## src/rtl/x2050_ls_arb.sv

```systemverilog
// ----------------------------------------------------------------------------
// x2050_ls_arb
//
// Local-storage access arbiter for the 2050 CPU. The channel (port 0) and the
// console manual controls (port 1) share the 64 x 32 single-port local storage
// with the microcode datapath. A granted requester first stops the ROS
// sequencer, then gets exactly one LS cycle for a read or a write, and then
// receives a one-cycle acknowledge. While no grant owns LS, the CPU's LS
// controls pass straight through to local storage.
//
// Ports
//   i_clk          sole clock
//   i_reset        asynchronous, active-low reset
//   i_ros_advance  CPU microcode advance strobe
//   i_cpu_we       CPU LS write enable
//   i_cpu_lsa      CPU LS address
//   i_cpu_data     CPU LS write data
//   i_ros_held     ROS sequencer has stopped in answer to o_ros_hold
//   i_req[1:0]     per-port request (0 = channel, 1 = console)
//   i_wr[1:0]      per-port write(1)/read(0), stable while requesting
//   i_addr0/1      per-port LS address
//   i_wdata0/1     per-port write data
//   o_ack[1:0]     one-cycle grant-complete pulse per port
//   o_rdata        registered read data
//   o_ros_hold     request to the ROS sequencer to stop advancing
//   o_err          sticky flag: CPU advanced while the arbiter owned LS
//   o_ls_lsa       address to local storage
//   o_ls_we        write enable to local storage
//   o_ls_newvalue  write data to local storage
//   o_ls_advance   write strobe to local storage
//   i_ls           LS read data, combinational from o_ls_lsa
// ----------------------------------------------------------------------------
module x2050_ls_arb (
    input  logic        i_clk,
    input  logic        i_reset,
    input  logic        i_ros_advance,
    input  logic        i_cpu_we,
    input  logic [5:0]  i_cpu_lsa,
    input  logic [31:0] i_cpu_data,
    input  logic        i_ros_held,
    input  logic [1:0]  i_req,
    input  logic [1:0]  i_wr,
    input  logic [5:0]  i_addr0,
    input  logic [5:0]  i_addr1,
    input  logic [31:0] i_wdata0,
    input  logic [31:0] i_wdata1,
    output logic [1:0]  o_ack,
    output logic [31:0] o_rdata,
    output logic        o_ros_hold,
    output logic        o_err,
    output logic [5:0]  o_ls_lsa,
    output logic        o_ls_we,
    output logic [31:0] o_ls_newvalue,
    output logic        o_ls_advance,
    input  logic [31:0] i_ls
);

    typedef enum logic [1:0] {
        IDLE   = 2'd0,
        HOLD   = 2'd1,
        ACCESS = 2'd2,
        ACK    = 2'd3
    } state_t;

    state_t      state_reg;
    state_t      state_next;

    logic        rr_reg;        // last-served port
    logic        port_reg;      // port owning the current grant
    logic        wr_reg;
    logic [5:0]  addr_reg;
    logic [31:0] wdata_reg;
    logic [31:0] rdata_reg;
    logic        err_reg;

    logic        win_port;
    logic        win_wr;
    logic [5:0]  win_addr;
    logic [31:0] win_wdata;

    // Round robin: a lone requester wins outright; on a tie the port that
    // was not served last wins. rr resets to 1 so the channel wins the
    // first tie.
    always_comb begin
        win_port = 1'b0;
        case (i_req)
            2'b01:   win_port = 1'b0;
            2'b10:   win_port = 1'b1;
            default: win_port = ~rr_reg;
        endcase
    end

    assign win_wr    = win_port ? i_wr[1]  : i_wr[0];
    assign win_addr  = win_port ? i_addr1  : i_addr0;
    assign win_wdata = win_port ? i_wdata1 : i_wdata0;

    // ------------------------------------------------------------------
    // FSM: state register
    // ------------------------------------------------------------------
    always_ff @(posedge i_clk or negedge i_reset) begin
        if (!i_reset) begin
            state_reg <= IDLE;
        end else begin
            state_reg <= state_next;
        end
    end

    // ------------------------------------------------------------------
    // FSM: next-state logic
    // ------------------------------------------------------------------
    always_comb begin
        state_next = state_reg;
        case (state_reg)
            IDLE:    if (|i_req) state_next = HOLD;
            HOLD:    if (i_ros_held) state_next = ACCESS;
            ACCESS:  state_next = ACK;
            ACK:     state_next = IDLE;
            default: state_next = IDLE;
        endcase
    end

    // ------------------------------------------------------------------
    // FSM: outputs
    // ------------------------------------------------------------------
    // During ACCESS the arbiter owns LS outright; a CPU advance in that
    // cycle is ignored here and only recorded in o_err.
    always_comb begin
        o_ros_hold    = 1'b0;
        o_ls_lsa      = i_cpu_lsa;
        o_ls_we       = i_cpu_we;
        o_ls_newvalue = i_cpu_data;
        o_ls_advance  = i_ros_advance;
        case (state_reg)
            HOLD: begin
                o_ros_hold = 1'b1;
            end
            ACCESS: begin
                o_ros_hold    = 1'b1;
                o_ls_lsa      = addr_reg;
                o_ls_we       = wr_reg;
                o_ls_newvalue = wdata_reg;
                o_ls_advance  = 1'b1;
            end
            default: begin
                o_ros_hold = 1'b0;
            end
        endcase
    end

    generate
        for (genvar gi = 0; gi < 2; gi++) begin : g_ack
            assign o_ack[gi] = (state_reg == ACK) && (port_reg == 1'(gi));
        end
    endgenerate

    // ------------------------------------------------------------------
    // Grant datapath
    // ------------------------------------------------------------------
    always_ff @(posedge i_clk or negedge i_reset) begin
        if (!i_reset) begin
            rr_reg    <= 1'b1;
            port_reg  <= 1'b0;
            wr_reg    <= 1'b0;
            addr_reg  <= 6'd0;
            wdata_reg <= 32'd0;
            rdata_reg <= 32'd0;
            err_reg   <= 1'b0;
        end else begin
            case (state_reg)
                IDLE: begin
                    if (|i_req) begin
                        port_reg  <= win_port;
                        wr_reg    <= win_wr;
                        addr_reg  <= win_addr;
                        wdata_reg <= win_wdata;
                    end
                end
                ACCESS: begin
                    if (!wr_reg) rdata_reg <= i_ls;
                    if (i_ros_advance) err_reg <= 1'b1;
                end
                ACK: begin
                    rr_reg <= port_reg;
                end
                default: begin
                    rr_reg <= rr_reg;
                end
            endcase
        end
    end

    assign o_rdata = rdata_reg;
    assign o_err   = err_reg;

endmodule
```

## config.mk

```make
export PLATFORM = sky130hd
export DESIGN_NAME = x2050_ls_arb
export DESIGN_NICKNAME = d
export VERILOG_FILES = /design/src/rtl/x2050_ls_arb.sv
export SDC_FILE = /design/constraint.sdc
export NUM_CORES = 1
export LEC_CHECK = 0
export CAP_MARGIN = 20
export CORE_MARGIN = 2
export CORE_UTILIZATION = 40
export CTS_BUF_LIST = sky130_fd_sc_hd__clkbuf_4 sky130_fd_sc_hd__clkbuf_8
export CTS_CLUSTER_SIZE = 12
export DETAILED_ROUTE_END_ITERATION = 10
export GPL_ROUTABILITY_DRIVEN = 0
export GPL_TIMING_DRIVEN = 0
export PLACE_DENSITY = 0.92
export SLEW_MARGIN = 40
export SYNTH_ARGS = -nofsm -noshare
export SYNTH_HDL_FRONTEND = slang
export SYNTH_SLANG_ARGS = --single-unit
```

## constraint.sdc

```tcl
create_clock -name i_clk -period 2.1 [get_ports i_clk]
set_input_delay 0.315 -clock i_clk [delete_from_list [all_inputs] [get_ports i_clk]]
set_output_delay 0.315 -clock i_clk [all_outputs]
set_load 0.03 [all_outputs]
```

Word-level counts from Yosys, hierarchy flattened
Cells that the tools add are included.
{"block": "op_classes", "n_eq_ne": 7, "mux": 12, "bitwise_logic": 3, "reduce_logical": 9}
{"operator": "two-way mux 32 bit", "count": 2}
{"operator": "two-way mux 6 bit", "count": 2}
{"operator": "one-hot mux 2 bit (4 select lines)", "count": 1}
{"operator": "AND reduction 2 bit", "count": 4}
{"operator": "equality test 2 bit (second input constant)", "count": 3}
{"operator": "equality test 2 x 1 -> 1 bit (second input constant)", "count": 2}
{"operator": "two-way mux 1 bit", "count": 4}
{"operator": "two-way mux 2 bit", "count": 2}
{"operator": "inequality test 2 bit (second input constant)", "count": 2}
{"operator": "OR reduction 2 bit", "count": 2}
{"operator": "NOT 1 bit", "count": 3}
{"operator": "logical AND 1 bit", "count": 2}
{"operator": "zero test 2 bit", "count": 1}
{"operator": "one-hot mux 1 bit (2 select lines)", "count": 1}
{"block": "word_totals", "reg_bits": 76, "wordCells": 39}

Logic depth before layout (Yosys ltp)
Gate-level depths: netlist (run 1).
{"block": "logic_depth", "ltp_word": 3, "mapped_depth": 7, "depth_no_buf": 5}

Worst setup path after synthesis (run 1)
No wires, ideal clock.
{"block": "synth_path", "path_kind": "register to output", "from": "register state_reg[0]", "to": "output port o_ls_lsa[5]", "arrival_time_ps": 1409, "required_ps": 1785, "slack_ps": 376, "path_stages_with_launch": 6, "n_path_buf": 2, "path_cell_list": "dfrtp_1 > inv_1 > ha_1 > buf_2 > buf_2 > mux2_2"}
{"block": "synth_via", "elab_chain_len": 2}
{"element": "from (decl)", "line": "65", "text": "state_t state_reg;"}
{"element": "from (signal assigned)", "line": "104", "text": "state_reg <= state_next;"}
{"element": "equality test 2 bit", "line": "133", "text": "case (state_reg)"}
{"element": "two-way mux 6 bit", "line": "133"}
{"element": "to (decl)", "line": "51", "text": "output logic [5:0] o_ls_lsa,"}
No other way between the ends.

Worst setup path after layout (run 1)
{"block": "layout_path", "from": "register state_reg[0]", "to": "output port o_ls_newvalue[4]"}
{"block": "layout_via", "elab_chain_len": 2}
{"element": "equality test 2 bit", "line": "133"}
{"element": "two-way mux 32 bit", "line": "133"}
{"element": "to (decl)", "line": "53", "text": "output logic [31:0] o_ls_newvalue,"}
No other way between the ends.

==> results.json, run 1 <==
{
  "outcome": "finished, violations left",
  "violations": "setup timing",
  "ys_warn_count": 0,
  "antenna_found_initial": 0,
  "cts_tree": "built",
  "ant_nets": 0,
  "async_flop_share_pct": 100.0,
  "crit_type": "flop to output port",
  "numCtsBuffers": 9,
  "place_hpwl_mm": 9.998,
  "die_y_um": 104.7,
  "ys_ff_latch": 76,
  "synth_top_area_share_pct": 46.31,
  "grt_pass1_vias": 4118,
  "yosys-top-cells-area": "dfrtp_1 46%, mux2_2 11%, mux2_4 11%",
  "power_density_nw_per_um2": 1500,
  "vias": 3977,
  "tightestPinTransition_ns": 0.5236,
  "fin_crit_ns": 2.107,
  "crit_arrival_ns": 1.79,
  "final_cell_area_um2": 7193,
  "dieArea_um2": 10950,
  "core_um2": 9819,
  "synthCells": 370,
  "cp-end-kind": "output port",
  "drc": 0,
  "slew_headroom_pct": 65.10,
  "initial_core_util_pct": 41.27,
  "fin_util_pct": 73.25,
  "yosysMostFrequentCell": "dfrtp_1",
  "dpl_cell_area_um2": 6543,
  "hold_viol_final": 0,
  "final_nets": 789,
  "synth_cell_types": 26,
  "whs_ns": 0.4321,
  "peakVddDrop_mv": 0.7558,
  "maxCapViolCount": 0,
  "cts_sinks": 76,
  "die-width_um": 104.7,
  "synth-main-ff-cell": "dfrtp_1",
  "htree_num_levels": 3,
  "critPathMaxFanout": 6,
  "io_pins": 231,
  "drive_gt1_share_pct": 27.62,
  "setup_viol": 11,
  "globalRouteTotalUtil_pct": 23.79,
  "clk_path_buf_depth": 2,
  "via_per_inst": 5.212,
  "mappedNetlistArea_um2": 4053,
  "worst_slack_ns": -0.006814,
  "hold_class": "input pin to asynchronous set/reset pin",
  "diodes": 0,
  "worstSkewPairLatency_ns": 0.35,
  "area_growth_pct": 77.49,
  "syn_nets": 534,
  "min_period_over_period_pct": 100.3,
  "cp.required_ns": 1.78,
  "cts_root_buf": "clkbuf_8",
  "seq_area_frac_synth_pct": 46.96,
  "wirelength_mm": 14.07,
  "grt_overflow": 0,
  "rsz0062_at_grt": "true",
  "rows": 36,
  "grt_pass1_wl_mm": 20.82,
  "wl_per_cell_um": 18.45,
  "finalClockSkew_ns": 0.01349,
  "leakagePower_uw": 0.003096,
  "start_kind": "flop",
  "grt_max_degree": 42,
  "power_uw": 10790,
  "slew_violations": 0,
  "yosys.area.top_type": "dfrtp_1",
  "clk_pin_slew_ns": 0.09,
  "port_buffers": 230,
  "dr.pass1.iters": 5,
  "synth_edf_count": 0,
  "syn_avg_cell_area_um2": 10.95,
  "drtIter0Drc": 146,
  "synthTopCellsByCount": "75 x dfrtp_1, 41 x mux2_2, 41 x nor2_1, 39 x a31oi_1, 39 x nand3_1",
  "max_freq_mhz": 474.7
}
stage by stage:
stage	instances	setup TNS (ns)	worst slack, ns
floorplan	370	0	0.3757
global placement	733	-152.13	-1.845
detailed placement	734	-17.05	-0.4035
CTS	754	-1.665	-0.05821
global route	763	-1.509	-0.06761
finish	763	-0.05127	-0.006814
kinds of logic after synthesis:
logic type               share of synthesized area [%]
AO/OA/AOI/OAI                                    11.45
buffers and inverters                            5.464
flip-flops                                       46.96
adder cells (fa/ha/maj)                          2.779
AND/OR/NAND/NOR                                  10.03
multiplexers                                     23.31
worst max-delay path, stage by stage (launching register included):
cell,delay [ns]
dfrtp_1,0.42
inv_2,0.11
ha_4,0.16
buf_12,0.15
clkbuf_16,0.16
mux2_4,0.30
buf_6,0.14
layout make-up:
| type | instances | area [um2] |
|---|---|---|
| buffer | 34 | 274.0 |
| clock buffer | 10 | 131.4 |
| clock inverter | 6 | 47.55 |
| fill | 705 | 2626 |
| inverter | 6 | 22.52 |
| multi-input combinational | 254 | 2090 |
| sequential | 76 | 1904 |
| tap | 133 | 166.4 |
| timing repair buffer | 244 | 2557 |
report_power, final:
group	internal, uW	switching [uW]	leakage, uW
registers	2220	483	0.000866
clock network	451	578	0.0000790
logic	3630	3430	0.00215
total	6300	4490	0.00310
final timing paths:
kind,start,endpoint,slack (ns),cells after the start
worst max-delay path,state_reg[0]$_DFFE_PN0P_,o_ls_newvalue[4],-0.007,6
worst min-delay path,i_reset,o_rdata[20]$_DFFE_PN0P_,0.43,2
worst max register to register,state_reg[0]$_DFFE_PN0P_,addr_reg[1]$_DFFE_PN0P_,0.27,7
worst min register to register,o_err$_DFFE_PN0P_,o_err$_DFFE_PN0P_,0.47,1
max in group asynchronous,i_reset,addr_reg[1]$_DFFE_PN0P_,1.13,3
min in group i_clk,o_err$_DFFE_PN0P_,o_err$_DFFE_PN0P_,0.47,1
what timing repair did:
| action | 4_1_cts | 5_1_grt |
|---|---|---|
| buffers inserted | 3 | 4 |
| pin swaps | 0 | 1 |
| setup endpoints to repair | 43 | 40 |
| hold buffers | 1 | 0 |
| gates resized for setup | 298 | 50 |
| cloned | 0 | 5 |
| endpoints found under the hold margin | 34 | 0 |
routing by layer:
metal | global-route usage (%) | up-vias | routed length, um
met2 | 42.90 | 209 | 7134
met5 | 0 | - | 0
met4 | 5.524 | 0 | 216
li1 | - | 1835 | -
met3 | 6.425 | 16 | 1108
met1 | 28.22 | 1917 | 5614
cell usage in the layout (no fill, tap or decap), types with 3 or more instances in the layout:
cell type / Yosys / layout
mux2_4: 30 / 69
clkbuf_1: 6 / 6
o21ai_1: 31 / 31
inv_1: 6 / 5
buf_4: 2 / 9
nor2_1: 41 / 41
dfrtp_1: 75 / 74
clkbuf_16: 0 / 5
a31oi_1: 39 / 39
clkinvlp_4: 0 / 4
buf_2: 19 / 14
buf_12: 0 / 6
nor2b_1: 4 / 4
clkdlybuf4s50_1: 0 / 186
clkbuf_8: 0 / 9
dlygate4sd2_1: 0 / 3
ha_1: 9 / 8
o21ai_0: 9 / 9
buf_6: 5 / 46
nand3_1: 39 / 39
Power figures use the tool's default switching activity.
==> run 2, diff against run 1 <==
Settings changed: CORE_ASPECT_RATIO set to 1.75.
==> run 2 against run 1 <==
The flow now finishes without violations. Via count rose by 0.53%. Die area grew 0.29%. First-iteration DRC count increased by 21%. Critical endpoint is now o_ls_lsa[5]. Maximum frequency is 0.46% higher. Non-clock buffer count down 3. Worst hold slack got worse by 0.045 ns. Power decreased by 0.32%. Sequential power barely moved.
==> results.json, run 2 (synthesis gave the netlist of run 1 again) <==
{
  "outcome": "finished clean",
  "via_per_inst": 5.316,
  "crit_arrival_ns": 1.78,
  "fin_util_pct": 72.35,
  "grt_max_degree": 52,
  "start_kind": "flop",
  "port_buffers": 230,
  "maxCapViolCount": 0,
  "endpoint": "o_ls_lsa[5]",
  "clk_pin_slew_ns": 0.09,
  "regToRegSetupSlack_ns": 0.29,
  "cts_sinks": 76,
  "fin_crit_ns": 2.097,
  "wl_per_cell_um": 19.90,
  "globalRouteTotalUtil_pct": 25.85,
  "antenna_found_initial": 0,
  "pre_cts_ws_ns": -0.3622,
  "rsz0062_at_grt": "true",
  "crit_type": "flop to output port",
  "cp-end-kind": "output port",
  "diodes": 0,
  "peakVddDrop_mv": 0.8332,
  "grt_pass1_vias": 4233,
  "min_period_over_period_pct": 99.86,
  "slew_headroom_pct": 67.19,
  "tightestPinTransition_ns": 0.4921,
  "r2r-start": "state_reg[0]$_DFFE_PN0P_",
  "dieArea_um2": 10980,
  "dr.pass1.iters": 4,
  "drtIter0Drc": 176,
  "rows": 48,
  "clk_path_buf_depth": 2,
  "drive_gt1_share_pct": 27.27,
  "hold_class": "input pin to asynchronous set/reset pin",
  "ant_nets": 0,
  "final_nets": 786,
  "cp-startpoint": "state_reg[0]$_DFFE_PN0P_",
  "cts_tree": "built",
  "rr_endpoint": "addr_reg[2]$_DFFE_PN0P_",
  "hold_viol_final": 0,
  "io_pins": 231,
  "numCtsBuffers": 9,
  "slew_violations": 0,
  "r2r_cells": 7,
  "power_density_nw_per_um2": 1510,
  "wirelength_mm": 14.96,
  "leakagePower_uw": 0.003039,
  "cp.required_ns": 1.78,
  "drc": 0,
  "core_um2": 9849,
  "initial_core_util_pct": 41.15,
  "cts_root_buf": "clkbuf_8",
  "grt_pass1_wl_mm": 21.68,
  "area_growth_pct": 75.83,
  "place_hpwl_mm": 11.00,
  "htree_num_levels": 3,
  "worst_slack_ns": 0.002866,
  "setup_viol": 0,
  "layout_common_cells": "186 x clkdlybuf4s50_1, 74 x dfrtp_1, 54 x mux2_4",
  "die-width_um": 80.09,
  "die_y_um": 137.2,
  "worstSkewPairLatency_ns": 0.36,
  "critPathMaxFanout": 6,
  "grt_overflow": 0,
  "finalClockSkew_ns": 0.007023,
  "vias": 3998,
  "final_common_cell": "clkdlybuf4s50_1",
  "max_freq_mhz": 476.8
}
run 2: changes by cell type in the layout (fill, tap and decap cells not counted), moves of 2 or more:
| cell | delta |
|---|---|
| buf_12 | -2 |
| buf_16 | +2 |
| buf_2 | +2 |
| buf_4 | -3 |
| buf_6 | -2 |
| mux2_2 | +15 |
| mux2_4 | -15 |
run 2: cell type report:
class,instances,area (um2)
fill,708,2724
timing repair buffer,241,2532
multi-input combinational,254,2033
sequential,76,1904
buffer,34,269.0
tap,125,156.4
clock buffer,10,137.6
clock inverter,6,70.07
inverter,6,22.52
run 2: what timing repair did:
action / CTS / global route
gates cloned: 1 / 4
setup buffers: 2 / 2
pin swaps: 0 / 1
setup endpoints to repair: 43 / 39
hold endpoints to repair: 24 / 0
hold buffers: 1 / 0
resized for setup: 296 / 35
run 2: per-stage QoR:
| stage | area (um2) | TNS [ns] | power, uW | hold WS, ns | cells |
|---|---|---|---|---|---|
| after detailed placement | 6540 | -15.10 | 8711 | 0.2010 | 726 |
| final | 7126 | 0 | 10760 | 0.3875 | 752 |
| after floorplan | 4053 | 0 | 6388 | 0.01941 | 370 |
| after global routing | 7126 | -0.3802 | 11300 | 0.4143 | 752 |
| after global placement | 6511 | -148.10 | 8511 | 0.4470 | 725 |
| after CTS | 6889 | -0.8554 | 10270 | 0.3841 | 746 |
run 2: critical path, cell delays in order (launching register included):
cell and delay (ns):
dfrtp_1 0.41, inv_2 0.10, ha_4 0.16, buf_12 0.15, buf_12 0.13, mux2_2 0.35
buf_6 0.14
run 2: routing by layer:
layer | up-vias | GRT usage, % | routed length, um
met1 | 1906 | 27.83 | 5197
met5 | - | 0 | 0
met2 | 211 | 46.67 | 8044
met3 | 47 | 5.079 | 1036
met4 | 0 | 13.65 | 685
li1 | 1834 | - | -
run 2: power breakdown:
group | switching [uW] | internal, uW | leakage, uW
registers | 493 | 2220 | 0.000866
clock network | 584 | 589 | 0.0000955
logic | 3380 | 3490 | 0.00208
total | 4450 | 6300 | 0.00304
run 2: worst min path at each step:
stage          slack, ns                      end              start  cells after the start
2_1_floorplan       0.02  addr_reg[0]$_DFFE_PN0P_            i_reset                      0
3_3_place_gp        0.45        o_err$_DFFE_PN0P_  o_err$_DFFE_PN0P_                      1
3_5_place_dp        0.20  o_rdata[27]$_DFFE_PN0P_            i_reset                      1
4_1_cts             0.38  o_rdata[27]$_DFFE_PN0P_            i_reset                      2
5_1_grt             0.41  o_rdata[25]$_DFFE_PN0P_            i_reset                      2
6_report            0.39  o_rdata[23]$_DFFE_PN0P_            i_reset                      2
